File: src/rtl/stage4_serializer.sv
// Clocked boundary of the self-timed pipeline: accepts words over a 4-phase req/ack handshake,
// queues them in a small FIFO and shifts each out as a start / LSB-first data / stop frame.
module stage4_serializer #(
  parameter int unsigned DATA_W       = 8,
  parameter int unsigned FIFO_DEPTH   = 4,
  parameter int unsigned CLKS_PER_BIT = 4
) (
  input  logic                        clk,
  input  logic                        rst,
  input  logic [DATA_W-1:0]           in_data,
  input  logic                        in_req,
  output logic                        in_ack,
  output logic                        stage4_data,
  output logic                        busy,
  output logic [$clog2(FIFO_DEPTH):0] fifo_count
);

  localparam int unsigned PtrW   = $clog2(FIFO_DEPTH);
  localparam int unsigned CountW = PtrW + 1;
  localparam int unsigned CntW   = (CLKS_PER_BIT > 1) ? $clog2(CLKS_PER_BIT) : 1;
  localparam int unsigned IdxW   = (DATA_W > 1) ? $clog2(DATA_W) : 1;

  localparam logic [CntW-1:0]   CntLast   = CntW'(CLKS_PER_BIT - 1);
  localparam logic [IdxW-1:0]   IdxLast   = IdxW'(DATA_W - 1);
  localparam logic [CountW-1:0] CountFull = CountW'(FIFO_DEPTH);

  typedef enum logic [1:0] {StIdle, StStart, StData, StStop} state_e;

  state_e state_q, state_d;

  logic req_meta_q, req_s_q;
  logic ack_q, ack_d;
  logic push, pop;

  logic [DATA_W-1:0] mem_q [FIFO_DEPTH];
  logic [PtrW-1:0]   wr_ptr_q, rd_ptr_q;
  logic [CountW-1:0] count_q, count_d;

  logic [CntW-1:0]   cnt_q, cnt_d;
  logic [IdxW-1:0]   idx_q, idx_d;
  logic [DATA_W-1:0] shift_q, shift_d;
  logic              line_q, line_d;
  logic              busy_q, busy_d;

  // Full test uses the registered count, so a same-edge pop never makes room for this push.
  always_comb begin
    push  = 1'b0;
    ack_d = ack_q;
    if (!ack_q && req_s_q) begin
      if (count_q != CountFull) begin
        push  = 1'b1;
        ack_d = 1'b1;
      end
    end else if (ack_q && !req_s_q) begin
      ack_d = 1'b0;
    end
  end

  always_comb begin
    count_d = count_q;
    case ({push, pop})
      2'b10:   count_d = count_q + CountW'(1);
      2'b01:   count_d = count_q - CountW'(1);
      default: count_d = count_q;
    endcase
  end

  // Serializer next state; shift_q[0] is always the bit currently on the line while in StData.
  always_comb begin
    state_d = state_q;
    cnt_d   = cnt_q;
    idx_d   = idx_q;
    shift_d = shift_q;
    pop     = 1'b0;
    unique case (state_q)
      StIdle: begin
        if (count_q != '0) begin
          pop     = 1'b1;
          shift_d = mem_q[rd_ptr_q];
          cnt_d   = '0;
          idx_d   = '0;
          state_d = StStart;
        end
      end
      StStart: begin
        if (cnt_q == CntLast) begin
          cnt_d   = '0;
          idx_d   = '0;
          state_d = StData;
        end else begin
          cnt_d = cnt_q + CntW'(1);
        end
      end
      StData: begin
        if (cnt_q == CntLast) begin
          cnt_d = '0;
          if (idx_q == IdxLast) begin
            idx_d   = '0;
            state_d = StStop;
          end else begin
            idx_d   = idx_q + IdxW'(1);
            shift_d = shift_q >> 1;
          end
        end else begin
          cnt_d = cnt_q + CntW'(1);
        end
      end
      StStop: begin
        if (cnt_q == CntLast) begin
          cnt_d = '0;
          idx_d = '0;
          if (count_q != '0) begin
            pop     = 1'b1;
            shift_d = mem_q[rd_ptr_q];
            state_d = StStart;
          end else begin
            state_d = StIdle;
          end
        end else begin
          cnt_d = cnt_q + CntW'(1);
        end
      end
      default: state_d = StIdle;
    endcase
  end

  always_comb begin
    line_d = 1'b1;
    unique case (state_d)
      StStart: line_d = 1'b0;
      StData:  line_d = shift_d[0];
      default: line_d = 1'b1;
    endcase
    busy_d = (state_d != StIdle) || (count_d != '0);
  end

  always_ff @(posedge clk or posedge rst) begin
    if (rst) begin
      req_meta_q <= 1'b0;
      req_s_q    <= 1'b0;
      ack_q      <= 1'b0;
      wr_ptr_q   <= '0;
      rd_ptr_q   <= '0;
      count_q    <= '0;
      state_q    <= StIdle;
      cnt_q      <= '0;
      idx_q      <= '0;
      shift_q    <= '0;
      line_q     <= 1'b1;
      busy_q     <= 1'b0;
    end else begin
      req_meta_q <= in_req;
      req_s_q    <= req_meta_q;
      ack_q      <= ack_d;
      if (push) begin
        wr_ptr_q <= wr_ptr_q + PtrW'(1);
      end
      if (pop) begin
        rd_ptr_q <= rd_ptr_q + PtrW'(1);
      end
      count_q <= count_d;
      state_q <= state_d;
      cnt_q   <= cnt_d;
      idx_q   <= idx_d;
      shift_q <= shift_d;
      line_q  <= line_d;
      busy_q  <= busy_d;
    end
  end

  // Storage needs no reset: entries are only readable once the pointers say so.
  always_ff @(posedge clk) begin
    if (push) begin
      mem_q[wr_ptr_q] <= in_data;
    end
  end

  assign in_ack      = ack_q;
  assign stage4_data = line_q;
  assign busy        = busy_q;
  assign fifo_count  = count_q;

endmodule

File: config.mk
export PLATFORM = sky130hd
export DESIGN_NAME = stage4_serializer
export DESIGN_NICKNAME = d
export VERILOG_FILES = /design/src/rtl/stage4_serializer.sv
export SDC_FILE = /design/constraint.sdc
export NUM_CORES = 1
export LEC_CHECK = 0
export ABC_AREA = 1
export CAP_MARGIN = 20
export CORE_MARGIN = 2
export CORE_UTILIZATION = 50
export CTS_CLUSTER_DIAMETER = 80
export DETAILED_ROUTE_END_ITERATION = 16
export HOLD_SLACK_MARGIN = 0.05
export PLACE_DENSITY = 0.66
export SLEW_MARGIN = 20
export SYNTH_ARGS = -nofsm -noshare
export SYNTH_HDL_FRONTEND = slang
export SYNTH_SLANG_ARGS = --single-unit
File: constraint.sdc
create_clock -name clk -period 3 [get_ports clk]
set_clock_uncertainty 0.15 [all_clocks]
set_input_delay 0.45 -clock clk [delete_from_list [all_inputs] [get_ports clk]]
set_output_delay 0.45 -clock clk [all_outputs]
set_load 0.02 [all_outputs]
; ---- After elaboration in Yosys (flattened, before gate mapping)
; Memory sizes are Yosys's and may differ from the RTL's.
; Cells that the tools add are included.
[word_totals]
reg_bits = 27
input_bits = 11
n_memories = 1
word_cells = 84
output_inout_bits = 6
ram_bits = 32
[memory_table]
columns = memory, depth, word_bits, rd, rd_ports_with_merged_regs, write_ports, line_no
row1 = mem_q, 4, 8, 1, 0, 1, 35  ; logic [DATA_W-1:0] mem_q [FIFO_DEPTH];
[op_classes]
n_reduce_logical = 16
mux = 32
add_sub_neg = 6
n_eq_ne = 16
[op_table]
columns = cell, count
row1 = $mux W8, 4
row2 = $pmux W8 S3, 1
row3 = $mux W2, 7
row4 = $mux W3, 4
row5 = $eq A2 B2 Y1 const B, 5
row6 = $mux W1, 10
row7 = $pmux W3 S3, 1
row8 = $reduce_bool A3 Y1, 3
row9 = $ne A2 B2 Y1 const B, 4
row10 = $pmux W2 S4, 1
row11 = $add A2 B1 Y2 const B, 3
row12 = $add A3 B1 Y3 const B, 2
row13 = $eq A2 B1 Y1 const B, 3
row14 = $pmux W3 S2, 1
row15 = $ne A2 B1 Y1 const B, 2
row16 = $pmux W1 S2, 2
row17 = $pmux W2 S2, 1
row18 = $reduce_and A4 Y1, 1
row19 = $reduce_bool A2 Y1, 2
row20 = $eq A3 B3 Y1 const B, 1
row21 = $ne A3 B3 Y1 const B, 1
row22 = $reduce_and A3 Y1, 1
row23 = $reduce_or A3 Y1, 1
row24 = $sub A3 B1 Y3 const B, 1
row25 = other kinds (6), 8

; ---- Depth between registers and ports, before layout
[depth]
ltp_word = 8
mapped_depth = 17
depth_no_buf = 17

; ---- Worst setup path before layout
; OpenSTA, ideal clock, no wires.
[synth_timing]
path_type = register to register
startpoint = reg state_q[1]
endpoint = reg busy_q, in the netlist busy
synth_period_minus_slack_ns = 2.378
n_path_buf = 0
required_time_ns = 2.720
arrival_time_ns = 2.099
setup_slack_ns = 0.622
stages_incl_launch_ff = 16
setup_time_ns = 0.130
cell_sequence = dfrtp_1 -> ha_1 -> nand2_2 -> nand2_2 -> inv_2 -> nor2_1 -> nand2_1 -> inv_1 -> ha_1 -> inv_1 -> fa_1 -> nand2_1 -> nand3_1 -> xor2_1 -> nor2_1 -> nand3_1
[synth_between]
elab_chain_cells = 6
elab_cells_between_ends = 17
cone_classes = 5 x eq/ne / 8 x mux / 4 x reduce/logical
[synth_lines]
columns = item, line_no
row1 = start: declaration, 29  ; state_e state_q, state_d;
row2 = start signal: assignment, 145  ; state_q <= StIdle;
row3 = start signal: assignment, 162  ; state_q <= state_d;
row4 = $eq A2 B2 Y1 / $logic_not A2 Y1 (equally long branches), 75  ; unique case (state_q)
row5 = $pmux W1 S2 *, 75
row6 = via pop, 33  ; logic push, pop;
row7 = $eq A2 B1 Y1 / $eq A2 B2 Y1 (equally long branches), 61  ; case ({push, pop})
row8 = $pmux W3 S2 *, 61
row9 = via count_d[2], 37  ; logic [CountW-1:0] count_q, count_d;
row10 = $reduce_bool A3 Y1 *, 134  ; busy_d = (state_d != StIdle) || (count_d != '0);
row11 = $logic_or A1 B1 Y1 *, 134
row12 = via busy_d, 43  ; logic busy_q, busy_d;
row13 = end signal: assignment, 167  ; busy_q <= busy_d;
row14 = end: declaration, 43
; The timed path passes the listed nets; every way through them passes the cells marked *.
; A chain may end at the register's enable or synchronous reset.

; ---- Final worst setup path
; Same ends and word-level chain as after synthesis.

==> impl_metrics.ini <==
[worst_setup_path]
r2r_cells = 15
start_kind = register
crit_chain = ha_1 > nand2_2 > nand2_2 > inv_2 > nor2_1 > nand2_1 > inv_1 > ha_1 > inv_1 > fa_1 > nand2_1 > nand3_1 > xor2_1 > nor2_1 > nand3_1
cpPeakStageDelay_ps = 430
cp.buffers_inverters = 3
slowest_stage = dfrtp_1
cp.required_ps = 3060
critPathKind = reg -> reg
arrival_ps = 2660
critPathTopFamily = adder cells
path_max_fanout = 6
path_depth = 15
crit_path_end_kind = register

[sta]
max_freq_mhz = 385.3
setup-violations-final = 0
timing.final.crit_share_pct = 86.51
rsz0062_at_grt = false
period_needed_ps = 2595
worst_pin_slew_ps = 536.0
slew_violations = 0
setup_tns_ps = 0
timing_hold_violations_final = 0
slew_headroom_pct = 64.27
setup_ws_ps = 404.7

[clock_tree]
cts_buffers = 9
cts_buffer_depth = 2
clock_latency_ps = 330
post_cts_resized = 0
cts_num_sinks = 59
cts_setup_buffers = 0
clkSlewWorstSetupHoldPaths_ps = 60
clock-root-buffer = clkbuf_8
postCtsHoldBufs = 0
htreeDepth = 3
cts_tree = yes

[die]
coreArea_um2 = 5473
ios = 17
fp-row-count = 27
die_height_um = 78.99
die-area_um2 = 6239
initial_utilization_pct = 51.37
die_w_um = 78.99

[layout]
layout-drive-gt1-share_pct = 11.97
fin_util_pct = 59.99
finalNetCount = 329
multi_input_area_um2 = 991.0
num_antenna_cells = 0
final_cell_area_um2 = 3283
seq_area_um2 = 1638
fillers = 476
area_growth_pct = 16.78

[routing]
drc = 0
ant_nets = 0
drt_pass1_iterations = 4
drt-total-wl_mm = 4.987
post_drt_wl_per_cell_um = 13.09
vias_per_cell = 4.987
drt-initial-drc-count = 68
via_count = 1900

[global_route]
antenna_found_initial = 0
grt_max_degree = 28
grt-ovfl-total = 0
grt_use_met3_pct = 5.455
grt_pass1_wl_mm = 8.673
grt_use_met2_pct = 28.64
grt_use_met1_pct = 24.60
grt_usage_pct = 18.59
grt_pass1_vias = 1855
busiest_layer = met2

[synth]
syn_inst = 277
ys_ff_latch = 59
synth.net_count = 302
ys_types = 33
ys_warn_count = 0
synth.yosys.seq_area_share_pct = 58.26
netlist_area_um2 = 2811
syn_area_per_cell_um2 = 10.15

[place]
dpl.hpwl_mm = 3.441
pre_cts_slack_ps = 392.6
port_buffers = 16
placed_cell_area_um2 = 3074
gp_congestion = 0.8276

[run]
maxCapViolations = 0

[min_path]
hold_path_class = reg -> reg
hold_depth = 0

[pwr]
total_power_uw = 3368
power_density_nw_per_um2 = 1026
ir_drop_uv = 417.4
p_leak_uw = 0.001409

[outcome]
outcome = complete, no violations
[path summary, 6_finish.rpt]
path	start	endpoint	slack [ps]
max	state_q[1]	busy	400
min	req_meta_q	req_s_q	200
max reg2reg	state_q[1]	busy	400
min reg2reg	req_meta_q	req_s_q	200
max in group asynchronous	rst	stage4_data	2070
min in group asynchronous	rst	req_s_q	330
[cells in the final DEF, fill, tap and decap left out, types with 2 or more instances in the layout]
cell	Yosys	routed
a21oi_2	2	2
buf_4	0	5
bufinv_16	0	2
clkbuf_1	0	2
clkbuf_8	0	9
clkdlybuf4s50_1	0	16
dfrtp_1	26	26
edfxtp_1	32	32
ha_1	13	13
inv_1	38	38
inv_2	4	4
nand2_1	48	48
nand2_2	4	4
nand3_1	19	19
nand4_1	2	2
nor2_1	30	30
nor2_2	2	2
o211ai_1	6	6
o21ai_0	20	20
o22ai_1	6	6
xor2_1	4	4
[cells in the mapped netlist, drive strengths merged]
master / count / area [µm²]
nand3: 20 / 105.1
a22oi: 1 / 7.510
nor2: 33 / 136.4
nand4: 3 / 33.78
xnor2: 1 / 8.760
nor3: 2 / 21.27
dfrtp: 26 / 650.6
o22ai: 6 / 37.54
o21a: 1 / 7.510
o21ai: 21 / 105.1
edfxtp: 32 / 960.9
nand2: 53 / 216.5
fa: 1 / 20.02
o211ai: 6 / 45.04
buf: 5 / 25.02
ha: 13 / 162.7
mux2: 1 / 11.26
a21oi: 3 / 22.52
dfstp: 1 / 26.28
a21boi: 1 / 7.510
xor2: 4 / 35.03
nand3b: 1 / 7.510
inv: 42 / 157.6
[area by class of cell]
| cell class | instances | share of cell area, % |
|---|---|---|
| clock inverters | 5 | 2.363 |
| clock buffers | 11 | 4.002 |
| inverters | 42 | 4.802 |
| repair buffers | 21 | 6.021 |
| multi-input cells | 171 | 30.18 |
| well taps | 72 | 2.744 |
| flip-flops and latches | 59 | 49.89 |
[state kept, by name, summed over array words and instances (netlist names)]
register and flops:
idx_q 3, fifo_count 3, req_meta_q 1, stage4_data 1, busy 1, mem_q 32
cnt_q 2, req_s_q 1, rd_ptr_q 2, shift_q 8, state_q 2, wr_ptr_q 2
in_ack 1
[stage by stage]
step / std cells / hold slack [ps]
after CTS: 381 / 204.9
final: 381 / 202.4
after global placement: 365 / 183.8
after detailed placement: 365 / 195.7
after floorplan: 277 / 181.2
after global routing: 381 / 219.3
[logic make-up after synthesis]
family                     after synthesis  share of synthesized area, %
muxes                                    1                        0.4005
xor gates and xnor gates                 5                         1.558
AOI/OAI and AO/OA                       39                         8.278
DFF                                     59                         58.26
adders and majority gates               14                         6.498
and+or+nand+nor                        112                         18.51
buffers and inverters                   47                         6.497
[layer usage]
metal	wire (µm)	vias up
met5	0	-
met2	2390	27
met1	2343	895
met4	81	0
met3	172	7
li1	-	971
[where the power goes]
group          total, µW  leakage (µW)  switching (µW)  internal [µW]
registers           1210      0.000620             148           1060
logic               1390      0.000684             875            516
clock network        770      0.000105             304            465
total               3370       0.00141            1330           2040
No activity file was read; power rests on OpenSTA's default activity.
==> patch 1 (same settings) <==
Make the reset (`rst`) synchronous in one clocked block.
--- a/src/rtl/stage4_serializer.sv
+++ b/src/rtl/stage4_serializer.sv
@@ -134,7 +134,7 @@
     busy_d = (state_d != StIdle) || (count_d != '0);
   end
 
-  always_ff @(posedge clk or posedge rst) begin
+  always_ff @(posedge clk) begin
     if (rst) begin
       req_meta_q <= 1'b0;
       req_s_q    <= 1'b0;
Formal check against the unedited RTL: differs if rst is asserted again (counterexample within 4 cycles, from zero or initial values and one cycle with rst high); with rst held inactive, the same outputs for 10 cycles.
==> patch 1 against the original RTL <==
  * Area after synthesis up 7.5%
  * Combinational power down 19%
  * Critical path depth down 2
  * Design area grew 4.8%
  * Fmax shrank 0.30%
  * Sequential cell count increased by 2
  * Wire length grew 14%
  * Worst setup slack got worse by 7.7 ps
  * Power fell by 15%
  * Die area grew 7.1%
  * Synthesized cell count is 28% higher
  * Cell count is 20% higher
==> patch 1: results (changes against the original RTL) <==
[status]
status=completed

[critical_path]
r2r-start=state_q[1]
critPathLaunch=state_q[1]
cp_data_arrival_time_ps=2680  ; +20 ps
reg2reg_depth=13  ; -2
critPathMaxFanout=9  ; +3

[placed_design]
place.gp.congestion=0.7878  ; -4.8%
hpwlAfterDp_microns=4077  ; +18%
placed_cells_incl_taps=443  ; +21%

[worst_hold_path]
min_from=req_meta_q
hold_depth=2  ; +2

[global_route]
grt_pass1_wl_microns=9632  ; +11%
grt_pass1_vias=2208  ; +19%
grt_usage_pct=19.57  ; +0.98 points
grt_max_degree=18  ; -36%

[routing]
vias=2237  ; +18%
finalWirelength_microns=5690  ; +14%
drt_iter0_markers=132  ; +94%
via_per_inst=4.874  ; -2.3%

[power_and_ir_drop]
vdd.ir_drop.worst_mv=0.4548  ; +9.0%
leakage_nw=1.540  ; +9.3%

[cells_and_area]
drive_gt1_share_pct=9.635  ; -2.3 points
fillerInstances=546  ; +15%
nNetsFinal=405  ; +23%

[yosys]
synth.area.top_cells=edfxtp_1, dfxtp_1, nand2_1
ys_seq_area_share_pct=51.01  ; -7.2 points
synthesis.nets=381  ; +26%
ys_types=30  ; -9.1%
avgSynthCellArea_sq_um=8.512  ; -16%
yosys-top-cells-count=nand2_1, inv_1, edfxtp_1, nand3_1, dfxtp_1
synthArstFlopShare_pct=0  ; -46 points

[timing]
slew_headroom_pct=48.85  ; -15 points

==> patch 1: cell count changes in the layout (fill, tap and decap cells not counted), sizes merged, moves of 10 or more <==
cell   before  now
nand2      53  110
dfxtp       0   29
dfrtp      26    0
inv        42   59
o21ai      21    9
a21oi       3   13
nand3      20   30
==> patch 1: cells by family after synthesis <==
kind of cell | Yosys count | synth area share, %
flip-flops | 61 | 51.01
XOR/XNOR | 3 | 0.8697
adder cells (fa/ha/maj) | 15 | 6.460
AND/OR/NAND/NOR | 182 | 27.25
AO/OA/AOI/OAI | 26 | 5.093
buffers and inverters | 68 | 9.316
==> patch 1: layout make-up <==
cell class                 count  area share [%]
sequential                    61           44.80
multi-input combinational    226           34.84
inverter                      59           6.436
timing repair buffer          22           5.964
clock buffer                  14           4.145
tap                           75           2.727
clock inverter                 2           1.091
==> patch 1: critical path: stages (launching register included) <==
cell	delay, ps
dfxtp_1	410
ha_1	250
nand2_2	90
nand2_4	110
inv_2	50
nor3_4	240
ha_1	220
inv_1	70
fa_1	390
nand2_1	80
nand3_1	80
xor2_1	150
o21ai_0	140
nand2_1	60
==> patch 1: routing by layer <==
layer,vias up,GRT usage [%],wire length (microns)
li1,1173,-,-
met1,1030,24.50,2734
met2,26,31.54,2689
met3,8,4.725,186
met4,0,9.833,80
met5,-,0,0
==> patch 1: path summary, 6_finish.rpt <==
path | slack, ps | to
hold / removal | 260 | req_s_q
setup reg to reg | 400 | busy
setup / recovery | 400 | busy
hold reg to reg | 260 | req_s_q
==> patch 1: power by group <==
part	switching [W]	total [W]	leakage, nW	internal (W)
clock	0.000301	0.000687	0.0849	0.000386
combinational	0.000719	0.00113	0.928	0.000413
sequential	0.0000695	0.00104	0.527	0.000973
==> patch 1: metrics by stage <==
stage	hold slack, ps	worst slack [ps]	util [%]
final	263.5	396.9	58.46
after global routing	295.4	98.39	58.46
after CTS	264.5	393.5	58.46
after detailed placement	249.8	398.1	55.40
after global placement	242.5	470.3	55.40
after floorplan	238.3	600.0	-
==> patch 2 (same flow settings) <==
Without the edit above. Change the parameter `DATA_W` from 8 to 32.
--- a/src/rtl/stage4_serializer.sv
+++ b/src/rtl/stage4_serializer.sv
@@ -1,7 +1,7 @@
 // Clocked boundary of the self-timed pipeline: accepts words over a 4-phase req/ack handshake,
 // queues them in a small FIFO and shifts each out as a start / LSB-first data / stop frame.
 module stage4_serializer #(
-  parameter int unsigned DATA_W       = 8,
+  parameter int unsigned DATA_W       = 32,
   parameter int unsigned FIFO_DEPTH   = 4,
   parameter int unsigned CLKS_PER_BIT = 4
 ) (
Interface: changed (resized in_data); port bits go from 17 to 41. The function was not compared with the original's and may differ.
==> patch 2 against the original RTL <==
  * Wire length rose to 3.0 times the old value
  * Design area grew to 2.7 times the old value
  * Count of clock-buffer cells in the layout is 7 higher
  * Worst setup slack got worse by 160 ps
  * Area after synthesis grew to 2.7 times the old value
  * Core utilization is 1.2 points lower
  * Power rose to 2.6 times the old value
  * Sequential power increased to 2.7 times the old value
  * Die area rose to 2.6 times the old value
  * Sequential cell count grew 122
  * Cell count rose to 2.5 times the old value
  * Critical endpoint unchanged
  * Largest cell class unchanged
==> patch 2: results (changes against the original RTL) <==
[clock_tree]
numCtsBuffers=17  ; +8
cts_htree_levels=4  ; +1

[power_and_ir_drop]
leakage_nw=3.539  ; +150%
powerDensity_nw_per_um2=969.9  ; -5.5%

[global_route]
grt_pass1_vias=4967  ; +170%
grtUsageMet1_pct=26.00  ; +1.4 points
grt_usage_pct=20.01  ; +1.4 points
grt_max_degree=79  ; +180%

[routing]
drt_iter0_markers=360  ; +430%
wl_met2_microns=7417  ; +210%
via_per_inst=5.189  ; +4.1%

[cells_and_area]
clkbuf_count=18  ; +7
seq_area_sq_um=5172  ; +220%
fin_cells=967  ; +150%
reg.largest.list=mem_q: 128 flops, shift_q: 32 flops, idx_q: 5 flops
clock_area_share_pct=6.659  ; +0.29 points
multiInputGateArea_sq_um=2067  ; +110%

[placed_design]
hpwlAfterDp_microns=8872  ; +160%
io_buffers=40  ; +24
placed_cells_incl_taps=934  ; +160%
pre_cts_ws_ps=251.7  ; -140.9 ps

[yosys]
avgSynthCellArea_sq_um=10.57  ; +4.1%
synth.area.top_cells=edfxtp_1, dfrtp_1, nand2_1
ys_ff_latch=181  ; +210%
syn_area_sq_um=7672  ; +170%
ys_types=29  ; -12%

[timing]
slew_headroom_pct=48.91  ; -15 points
fin_ws_ps=240.9  ; -163.8 ps

[critical_path]
critPathMaxFanout=4  ; -2
critPathLaunch=state_q[0]
slowest_stage=fa_1

[status]
status=completed

-- patch 2: changes by cell type after synthesis, sizes merged, moves of 19 or more --
cell	before	now
a21oi	3	25
dfrtp	26	52
edfxtp	32	128
inv	42	78
nand2	53	157
nor2	33	107
o21ai	21	80
o22ai	6	25
-- patch 2: cells by family (layout without fill, tap and decap cells) --
kind of cell | count (synthesis) | in the layout | synth area share (%)
buffers and inverters | 109 | 161 | 5.789
xor gates and xnor gates | 6 | 6 | 0.6849
and+or+nand+nor | 283 | 283 | 14.42
DFF | 181 | 181 | 67.40
other | 0 | 1 | 0
adders and majority gates | 14 | 14 | 2.381
AOI/OAI and AO/OA | 133 | 133 | 9.328
-- patch 2: where the power goes --
| group | switching, W | total, W | internal (W) |
|---|---|---|---|
| clock network | 0.000916 | 0.00222 | 0.00130 |
| logic | 0.00209 | 0.00306 | 0.000967 |
| registers | 0.000174 | 0.00332 | 0.00315 |
| total | 0.00318 | 0.00860 | 0.00542 |
